==> src/rtl/des_keysched_dec.sv <==
// -----------------------------------------------------------------------------
// des_keysched_dec
//
// Sequential DES key-schedule generator. A 56-bit post-PC-1 key (C0||D0) is
// loaded on start, and the block then hands out one 48-bit PC-2 subkey per
// accepted valid/ready handshake. By default subkeys come out in decryption
// order (K16 first, K1 last), with the C and D halves rotated right between
// rounds.
//
// Optional build macro: DES_KS_ENC_MODE_EN
//   When defined, an extra 'mode' input is sampled together with start.
//   mode=1 selects the encryption schedule (left rotations, K1..K16).
//   mode=0 keeps the decryption behaviour. Timing and handshake are the
//   same in both builds.
//
// Ports:
//   clk      in   1   clock, rising edge
//   rst      in   1   asynchronous active-high reset
//   start    in   1   load key_in and begin a schedule (only while ready=1)
//   key_in   in  56   C0 = key_in[55:28], D0 = key_in[27:0]
//   mode     in   1   (DES_KS_ENC_MODE_EN only) 1 = encryption schedule
//   ready    out  1   idle, a start will be accepted
//   k_valid  out  1   k_out / k_round hold a valid subkey
//   k_ready  in   1   consumer accepts the current subkey
//   k_round  out  4   round index 0..NROUNDS-1 of the current subkey
//   k_out    out 48   PC-2(C,D); bit 47 is PC-2 output bit 1
//   done     out  1   one-cycle pulse after the last subkey is accepted
// -----------------------------------------------------------------------------
module des_keysched_dec #(
  parameter int NROUNDS = 16
) (
  input  logic        clk,
  input  logic        rst,
  input  logic        start,
  input  logic [55:0] key_in,
`ifdef DES_KS_ENC_MODE_EN
  input  logic        mode,
`endif
  output logic        ready,
  output logic        k_valid,
  input  logic        k_ready,
  output logic [3:0]  k_round,
  output logic [47:0] k_out,
  output logic        done
);

  localparam logic [3:0] LAST_ROUND = 4'(NROUNDS - 1);

  typedef enum logic {
    IDLE,
    RUN
  } state_t;

  state_t      state;
  logic [27:0] c_q;
  logic [27:0] d_q;
  logic        enc_q;
  logic        start_enc;
  logic        handshake;
  logic [3:0]  next_round;
  logic        single_step;
  logic [27:0] c_next;
  logic [27:0] d_next;
  logic [27:0] c_load;
  logic [27:0] d_load;

  // Circular rotation of one 28-bit half: direction by 'left', distance 1 or 2
  // by 'one'. Pure rewiring selected by a small mux.
  function automatic logic [27:0] rot28(input logic [27:0] x,
                                        input logic        left,
                                        input logic        one);
    logic [27:0] r;
    case ({left, one})
      2'b00:   r = {x[1:0], x[27:2]};
      2'b01:   r = {x[0], x[27:1]};
      2'b10:   r = {x[25:0], x[27:26]};
      default: r = {x[26:0], x[27]};
    endcase
    return r;
  endfunction

`ifdef DES_KS_ENC_MODE_EN
  assign start_enc = mode;
`else
  // Decryption-only build: the direction select folds away to right shifts.
  assign start_enc = 1'b0;
  assign enc_q     = 1'b0;
`endif

  // Next-round rotation. Both schedules use a single-bit step on rounds
  // 1, 8 and 15 and a double step otherwise; only the direction differs.
  // The encryption schedule additionally pre-rotates by one at load time so
  // that round 0 already holds C1/D1.
  always_comb begin
    handshake   = k_valid & k_ready;
    next_round  = k_round + 4'd1;
    single_step = (next_round == 4'd1) || (next_round == 4'd8) ||
                  (next_round == 4'd15);
    c_next      = rot28(c_q, enc_q, single_step);
    d_next      = rot28(d_q, enc_q, single_step);
    c_load      = start_enc ? rot28(key_in[55:28], 1'b1, 1'b1) : key_in[55:28];
    d_load      = start_enc ? rot28(key_in[27:0],  1'b1, 1'b1) : key_in[27:0];
  end

  // PC-2 selection straight from the C/D registers. C holds FIPS bits 1..28
  // (bit n at c_q[28-n]) and D holds bits 29..56 (bit n at d_q[56-n]).
  // The eight bits PC-2 discards never appear here.
  assign k_out = {
    c_q[14], c_q[11], c_q[17], c_q[4],  c_q[27], c_q[23],
    c_q[25], c_q[0],  c_q[13], c_q[22], c_q[7],  c_q[18],
    c_q[5],  c_q[9],  c_q[16], c_q[24], c_q[2],  c_q[20],
    c_q[12], c_q[21], c_q[1],  c_q[8],  c_q[15], c_q[26],
    d_q[15], d_q[4],  d_q[25], d_q[19], d_q[9],  d_q[1],
    d_q[26], d_q[16], d_q[5],  d_q[11], d_q[23], d_q[8],
    d_q[12], d_q[7],  d_q[17], d_q[0],  d_q[22], d_q[3],
    d_q[10], d_q[14], d_q[6],  d_q[20], d_q[27], d_q[24]
  };

  // Control FSM and key registers. ready/k_valid are registered alongside
  // the state so they change exactly on the state transition. k_round is
  // cleared on the way back to IDLE so it only ever wraps through IDLE.
  // C/D are left untouched after the last round.
  always_ff @(posedge clk or posedge rst) begin
    if (rst) begin
      state   <= IDLE;
      c_q     <= '0;
      d_q     <= '0;
      k_round <= '0;
      ready   <= 1'b1;
      k_valid <= 1'b0;
      done    <= 1'b0;
`ifdef DES_KS_ENC_MODE_EN
      enc_q   <= 1'b0;
`endif
    end else begin
      done <= 1'b0;
      case (state)
        IDLE: begin
          if (start) begin
            c_q     <= c_load;
            d_q     <= d_load;
            k_round <= '0;
            ready   <= 1'b0;
            k_valid <= 1'b1;
            state   <= RUN;
`ifdef DES_KS_ENC_MODE_EN
            enc_q   <= start_enc;
`endif
          end
        end
        RUN: begin
          if (handshake) begin
            if (k_round == LAST_ROUND) begin
              k_round <= '0;
              ready   <= 1'b1;
              k_valid <= 1'b0;
              done    <= 1'b1;
              state   <= IDLE;
            end else begin
              k_round <= next_round;
              c_q     <= c_next;
              d_q     <= d_next;
            end
          end
        end
        default: begin
          state   <= IDLE;
          ready   <= 1'b1;
          k_valid <= 1'b0;
        end
      endcase
    end
  end

endmodule

==> config.mk <==
export PLATFORM = sky130hd
export DESIGN_NAME = des_keysched_dec
export DESIGN_NICKNAME = d
export VERILOG_FILES = /design/src/rtl/des_keysched_dec.sv
export SDC_FILE = /design/constraint.sdc
export NUM_CORES = 1
export LEC_CHECK = 0
export ABC_CLOCK_PERIOD_IN_PS = 2200
export BUFFER_PORTS_ARGS = -buffer_cell sky130_fd_sc_hd__buf_2
export CAP_MARGIN = 40
export CORE_ASPECT_RATIO = 0.8
export CORE_MARGIN = 10
export CORE_UTILIZATION = 54
export CTS_CLUSTER_DIAMETER = 60
export DETAILED_ROUTE_END_ITERATION = 10
export MAX_ROUTING_LAYER = met4
export PLACE_DENSITY_LB_ADDON = 0.2
export SLEW_MARGIN = 20
export SYNTH_ARGS = -nofsm -noshare
export SYNTH_HDL_FRONTEND = slang
export SYNTH_SLANG_ARGS = --single-unit
==> constraint.sdc <==
create_clock -name clk -period 2.2 [get_ports clk]
set_clock_uncertainty 0.15 [all_clocks]
set_input_delay 0.33 -clock clk [delete_from_list [all_inputs] [get_ports clk]]
set_output_delay 0.33 -clock clk [all_outputs]
set_load 0.02 [all_outputs]
==> results_dict.tcl, run 1 <==
set metrics [dict create \
    clock_sinks 64 \
    final_cell_mix "114 x buf_2, 113 x nand2_1, 61 x dfrtp_1" \
    final_nets 600 \
    p_per_area_mw_per_mm2 1500 \
    synthArstFlopShare_pct 100 \
    area_growth_syn_to_layout_pct 13.4 \
    path_clk_slew_ns 0.08 \
    place_congestion 0.820 \
    run_status "complete, no violations" \
    final_max_slew_viol_count 0 \
    routedWlPerCell_um 20.0 \
    drv_cap 0 \
    clk_path_buf_depth 2 \
    yosysWarnings 0 \
    synth_area_mm2 0.00452 \
    placedCellCount 623 \
    cp-end-kind "flip-flop" \
    clk_latency_ns 0.34 \
    synth_top_family_by_area "compound AO/OA/AOI/OAI gates" \
    syn-num-nets 550 \
    synth.top_cell.area_share_pct 34.9 \
    cts_max_level 3 \
    num_rows 29 \
    p_int_mw 3.90 \
    arrival_ns 2.27 \
    syn_inst 487 \
    synth-edff-count 0 \
    dieArea_mm2 0.0124 \
    ys_seq_area_share_pct 35.5 \
    hp-class "in -> reg" \
    p_sw_mw 3.79 \
    path_class "reg -> reg" \
    track_usage_pct 19.7 \
    grt_pass1_vias 3743 \
    die_w_um 122 \
    switching_share_pct 49.3 \
    grt-ovfl-total 0 \
    leakagePower_nw 2.43 \
    place.port_buffers 114 \
    layout_commonest_cell "buf_2" \
    tightest_slew_ns 0.629 \
    netlist.top_cell.by_area "dfrtp_1" \
    via_per_inst 6.22 \
    synthAdderAreaFrac_pct 0.831 \
    dr.pass1.iters 5 \
    synthFlopType "dfrtp_1" \
    antenna_found_initial 0 \
    synth.area.top_cells "dfrtp_1 35%, o211ai_2 11%, a2bb2oi_1 11%" \
    clock-root-buffer "clkbuf_8" \
    synth_mux_area_share_pct 0.222 \
    yosys.area_share.simple_pct 11.7 \
    cts_buffers 9 \
    fin_crit_sh_pct 98.5 \
    stdcell_count 650 \
    drive_gt1_share_pct 38.7 \
    tns_ns 0 \
    relSlewSlack_pct 58.1 \
    p_clk_share_pct 12.4 \
    ys_ff_latch 64 \
    yosysUniqueCellTypes 35 \
    preCtsSetupSlack_ns 0.0366 \
    grt_first_pass_wirelength_um 19600 \
    p_seq_share_pct 29.7 \
    synth_compound_area_share_pct 37.1 \
    die_height_um 102 \
    combPwrFrac_pct 57.9 \
    synthXorXnorAreaFrac_pct 0 \
    cp_max_fo 38 \
    pin_count 115 \
    start_kind "flip-flop" \
    route.detailed.drc 0 \
    critPathRequiredTime_ns 2.30 \
    rrSetupSlack_ns 0.03 \
    drtIter0Drc 350 \
    timing.fmax_mhz 462 \
    core_mm2 0.00806 \
    setup_ws_ns 0.0338 \
    n_antenna_cell 0 \
    grt_max_degree 77 \
    fin_crit_ns 2.17 \
    ant_nets 0 \
    ir_worst_vdd_mv 0.712 \
    finalHoldViolCount 0 \
    hpwlAfterDp_um 8080 \
    start_util_pct 56.1 \
    post_synth.cell_area_avg_um2 9.27 \
    cts_tree "yes" \
    setup_violations 0 \
    num_vias 4046 \
    routed_wl_um 13000 \
    nFillCells 715 \
]
## cells by family after synthesis
kind of cell	count (synthesis)
and+or+nand+nor	130
buffers and inverters	110
DFF	64
muxes	1
AOI/OAI and AO/OA	179
adders and majority gates	3
## cells in the mapped netlist, types with 4 or more instances
master,number
a2bb2oi_1,56
buf_6,5
buf_2,24
o211ai_1,16
o2111ai_1,56
dfrtp_1,63
inv_1,7
clkbuf_1,24
o211ai_2,40
buf_4,48
nand2_1,114
nand3_1,4
## worst max-delay path, cell delays in order, from the launching register on
cell and delay [ns]:
dfrtp_2 0.45, ha_1 0.29, and3_1 0.26, nor2_4 0.21
buf_4 0.18, clkbuf_16 0.22, o2111ai_1 0.17, o211ai_1 0.14
## state kept, by name, indices dropped and copies added (netlist names)
| name | cells |
|---|---|
| d_q | 28 |
| c_q | 28 |
| k_round | 4 |
| state | 1 |
| k_valid | 1 |
| done | 1 |
| ready | 1 |
## per-stage QoR
step	power, mW	instance area (µm²)	hold WS [ns]	util (%)
after global placement	6.40	4800	0.283	59.6
after detailed placement	6.47	4800	0.287	59.6
after CTS	7.43	5000	0.0446	62.1
after global routing	8.17	5120	0.0391	63.6
after floorplan	5.79	4520	0.314	-
final	7.70	5120	0.0466	63.6
## final cells by class
| cell class | instances | area, µm² | area share [%] |
|---|---|---|---|
| multi-input combinational | 314 | 2290 | 44.7 |
| inverter | 7 | 26.3 | 0.513 |
| sequential | 64 | 1610 | 31.3 |
| clock inverter | 5 | 31.3 | 0.611 |
| timing repair buffer | 141 | 881 | 17.2 |
| tap | 108 | 135 | 2.64 |
| clock buffer | 11 | 151 | 2.96 |
## worst paths after layout
| path | startpoint | depth (start not counted) | to |
|---|---|---|---|
| setup reg to reg | k_round[0] | 7 | c_q[12] |
| hold reg to reg | ready | 1 | ready |
| hold / removal | key_in[20] | 3 | d_q[20] |
| min in group asynchronous | rst | 4 | d_q[17] |
| max in group asynchronous | rst | 4 | ready |
| setup / recovery | k_round[0] | 7 | c_q[12] |
## power groups by stage
stage | registers [mW] | logic, mW | clock network, mW
3_3_place_gp | 2.26 | 4.13 | 0
4_1_cts | 2.27 | 4.20 | 0.960
6_report | 2.29 | 4.45 | 0.955
3_5_place_dp | 2.28 | 4.18 | 0
5_1_grt | 2.36 | 4.78 | 1.03
2_1_floorplan | 2.17 | 3.62 | 0
## timing repair
| action | in CTS | in global routing |
|---|---|---|
| buffers inserted | 0 | 7 |
| gates cloned | 0 | 3 |
| endpoints found under the hold margin | 63 | 0 |
| resized for setup | 1 | 4 |
| hold buffers | 1 | 0 |
| pin swaps | 0 | 1 |
| setup endpoints to repair | 1 | 56 |
## metal layers
metal / share of wire (%) / vias to the layer above / global-route usage, %
met2: 47 / 155 / 28.9
met3: 6.7 / 13 / 4.72
li1: - / 1887 / -
met5: 0 / - / -
met1: 45 / 1991 / 27.0
met4: 1.0 / 0 / 4.07
Note: power is estimated with default switching activity, not from simulation.
==> run 2: changes to the inputs <==
--- a/config.mk
+++ b/config.mk
@@ -10,8 +10,10 @@
 export CAP_MARGIN = 40
 export CORE_ASPECT_RATIO = 0.8
 export CORE_MARGIN = 10
-export CORE_UTILIZATION = 54
+export CORE_UTILIZATION = 44
+export CTS_BUF_LIST = sky130_fd_sc_hd__clkbuf_8
 export CTS_CLUSTER_DIAMETER = 60
+export CTS_CLUSTER_SIZE = 16
 export DETAILED_ROUTE_END_ITERATION = 10
 export MAX_ROUTING_LAYER = met4
 export PLACE_DENSITY_LB_ADDON = 0.2
==> results_dict.tcl, run 2 (synthesized netlist as in run 1, its figures left out) <==
set metrics [dict create \
    ant_nets 0 \
    critPathLaunch "k_round[1]" \
    antenna_found_initial 0 \
    critPathRequiredTime_ns 2.30 \
    p_int_mw 4.05 \
    drive_gt1_share_pct 38.5 \
    path_clk_slew_ns 0.08 \
    path_class "reg -> reg" \
    cts_tree "yes" \
    hp-class "in -> reg" \
    route.detailed.drc 0 \
    grt_pass1_vias 4019 \
    multi_input_area_mm2 0.00228 \
    placed_area_mm2 0.00494 \
    rsz0062_at_grt "no" \
    area_growth_syn_to_layout_pct 16.1 \
    dr.pass1.iters 4 \
    clock_sinks 64 \
    pin_count 115 \
    clk_latency_ns 0.34 \
    timing.fmax_mhz 483 \
    crit_family "compound AO/OA/AOI/OAI gates" \
    fin_crit_sh_pct 94.2 \
    worstHoldStart "key_in[20]" \
    final_cell_area_mm2 0.00524 \
    leakagePower_nw 2.48 \
    slowest_stage "dfrtp_1" \
    track_usage_pct 17.3 \
    setup_violations 0 \
    core_mm2 0.00985 \
    cp-end-kind "flip-flop" \
    tns_ns 0 \
    nFillCells 934 \
    num_vias 4037 \
    clk_path_buf_depth 2 \
    path_buf_inv 2 \
    final_cell_mix "114 x buf_2, 113 x nand2_1, 62 x dfrtp_1" \
    grt-ovfl-total 0 \
    fin_crit_ns 2.07 \
    grt_max_degree 68 \
    start_util_pct 45.9 \
    seqCellArea_mm2 0.00160 \
    p_sw_mw 3.75 \
    die_w_um 133 \
    p_per_area_mw_per_mm2 1490 \
    cp_max_fo 33 \
    clock-root-buffer "clkbuf_8" \
    via_per_inst 5.95 \
    run_status "complete, no violations" \
    routed_wl_um 13300 \
    combPwrFrac_pct 56.5 \
    num_rows 32 \
    place.port_buffers 114 \
    place_congestion 0.774 \
    cts_max_level 3 \
    final_nets 601 \
    grt_first_pass_wirelength_um 21200 \
    ir_worst_vdd_mv 0.682 \
    drtIter0Drc 368 \
    switching_share_pct 48.1 \
    largestRegisters "c_q x28, d_q x28, k_round x4" \
    hpwlAfterDp_um 8090 \
    drv_cap 0 \
    critical_path.max_stage_delay_ns 0.44 \
    n_antenna_cell 0 \
    crit_chain "ha_1 > buf_4 > nor3b_1 > a311o_2 > o21a_4 > buf_12 > o211ai_1" \
    p_clk_share_pct 14.2 \
    p_seq_share_pct 29.3 \
    layout_commonest_cell "buf_2" \
    dieArea_mm2 0.0147 \
    cts_buffers 9 \
    reg2reg_from "k_round[1]" \
    final_max_slew_viol_count 0 \
    tightest_slew_ns 0.648 \
    start_kind "flip-flop" \
    routedWlPerCell_um 19.5 \
    relSlewSlack_pct 56.8 \
    finalHoldViolCount 0 \
    die_height_um 111 \
    arrival_ns 2.17 \
]
[run 2: power groups by stage]
stage / clock (mW) / sequential [mW] / combinational [mW]
global route: 1.18 / 2.37 / 4.76
finish: 1.10 / 2.28 / 4.41
detailed placement: 0 / 2.29 / 4.33
floorplan: 0 / 2.17 / 3.62
global placement: 0 / 2.29 / 4.26
CTS: 1.13 / 2.27 / 4.34
[run 2: what timing repair did]
action                                  CTS  global route
buffers inserted                          0             2
hold buffers                              1             0
gates resized for setup                   0             3
endpoints found under the hold margin    63             0
endpoints found under the setup margin    0            52
[run 2: worst paths after layout]
path | cells after the start | slack (ns) | end
max | 7 | 0.13 | c_q[4]
min | 3 | 0.05 | d_q[20]
max reg2reg | 7 | 0.13 | c_q[4]
min reg2reg | 1 | 0.36 | ready
max in group asynchronous | 4 | 1.07 | ready
min in group asynchronous | 4 | 0.49 | d_q[11]
[run 2: worst min-delay path, stage by stage]
cell and delay [ns]:
buf_2 0.08, a2bb2oi_1 0.06, o211ai_2 0.05
[run 2: metal layers]
layer  global-route usage (%)  share of wire [%]
met5                        -                  0
met4                     3.89               0.99
met3                     3.57                5.8
met1                     24.5                 47
met2                     24.7                 46
[run 2: cell type report]
type	count	area share, %
Inverter	7	0.501
Sequential cell	64	30.6
Timing Repair Buffer	143	18.0
Clock inverter	3	0.740
Clock buffer	13	3.41
Tap cell	136	3.25
Multi-Input combinational cell	313	43.5
[run 2: metrics by stage]
step                      hold WS [ns]  setup WS [ns]  power [mW]  std cells  utilization, %
after floorplan                  0.314          0.102        5.79        487               -
after global placement           0.286          0.152        6.55        658            50.1
after detailed placement         0.288          0.101        6.62        658            50.1
after CTS                       0.0425         0.0730        7.74        675            52.5
after global routing            0.0539         0.0300        8.31        679            53.2
final                           0.0533          0.128        7.79        679            53.2
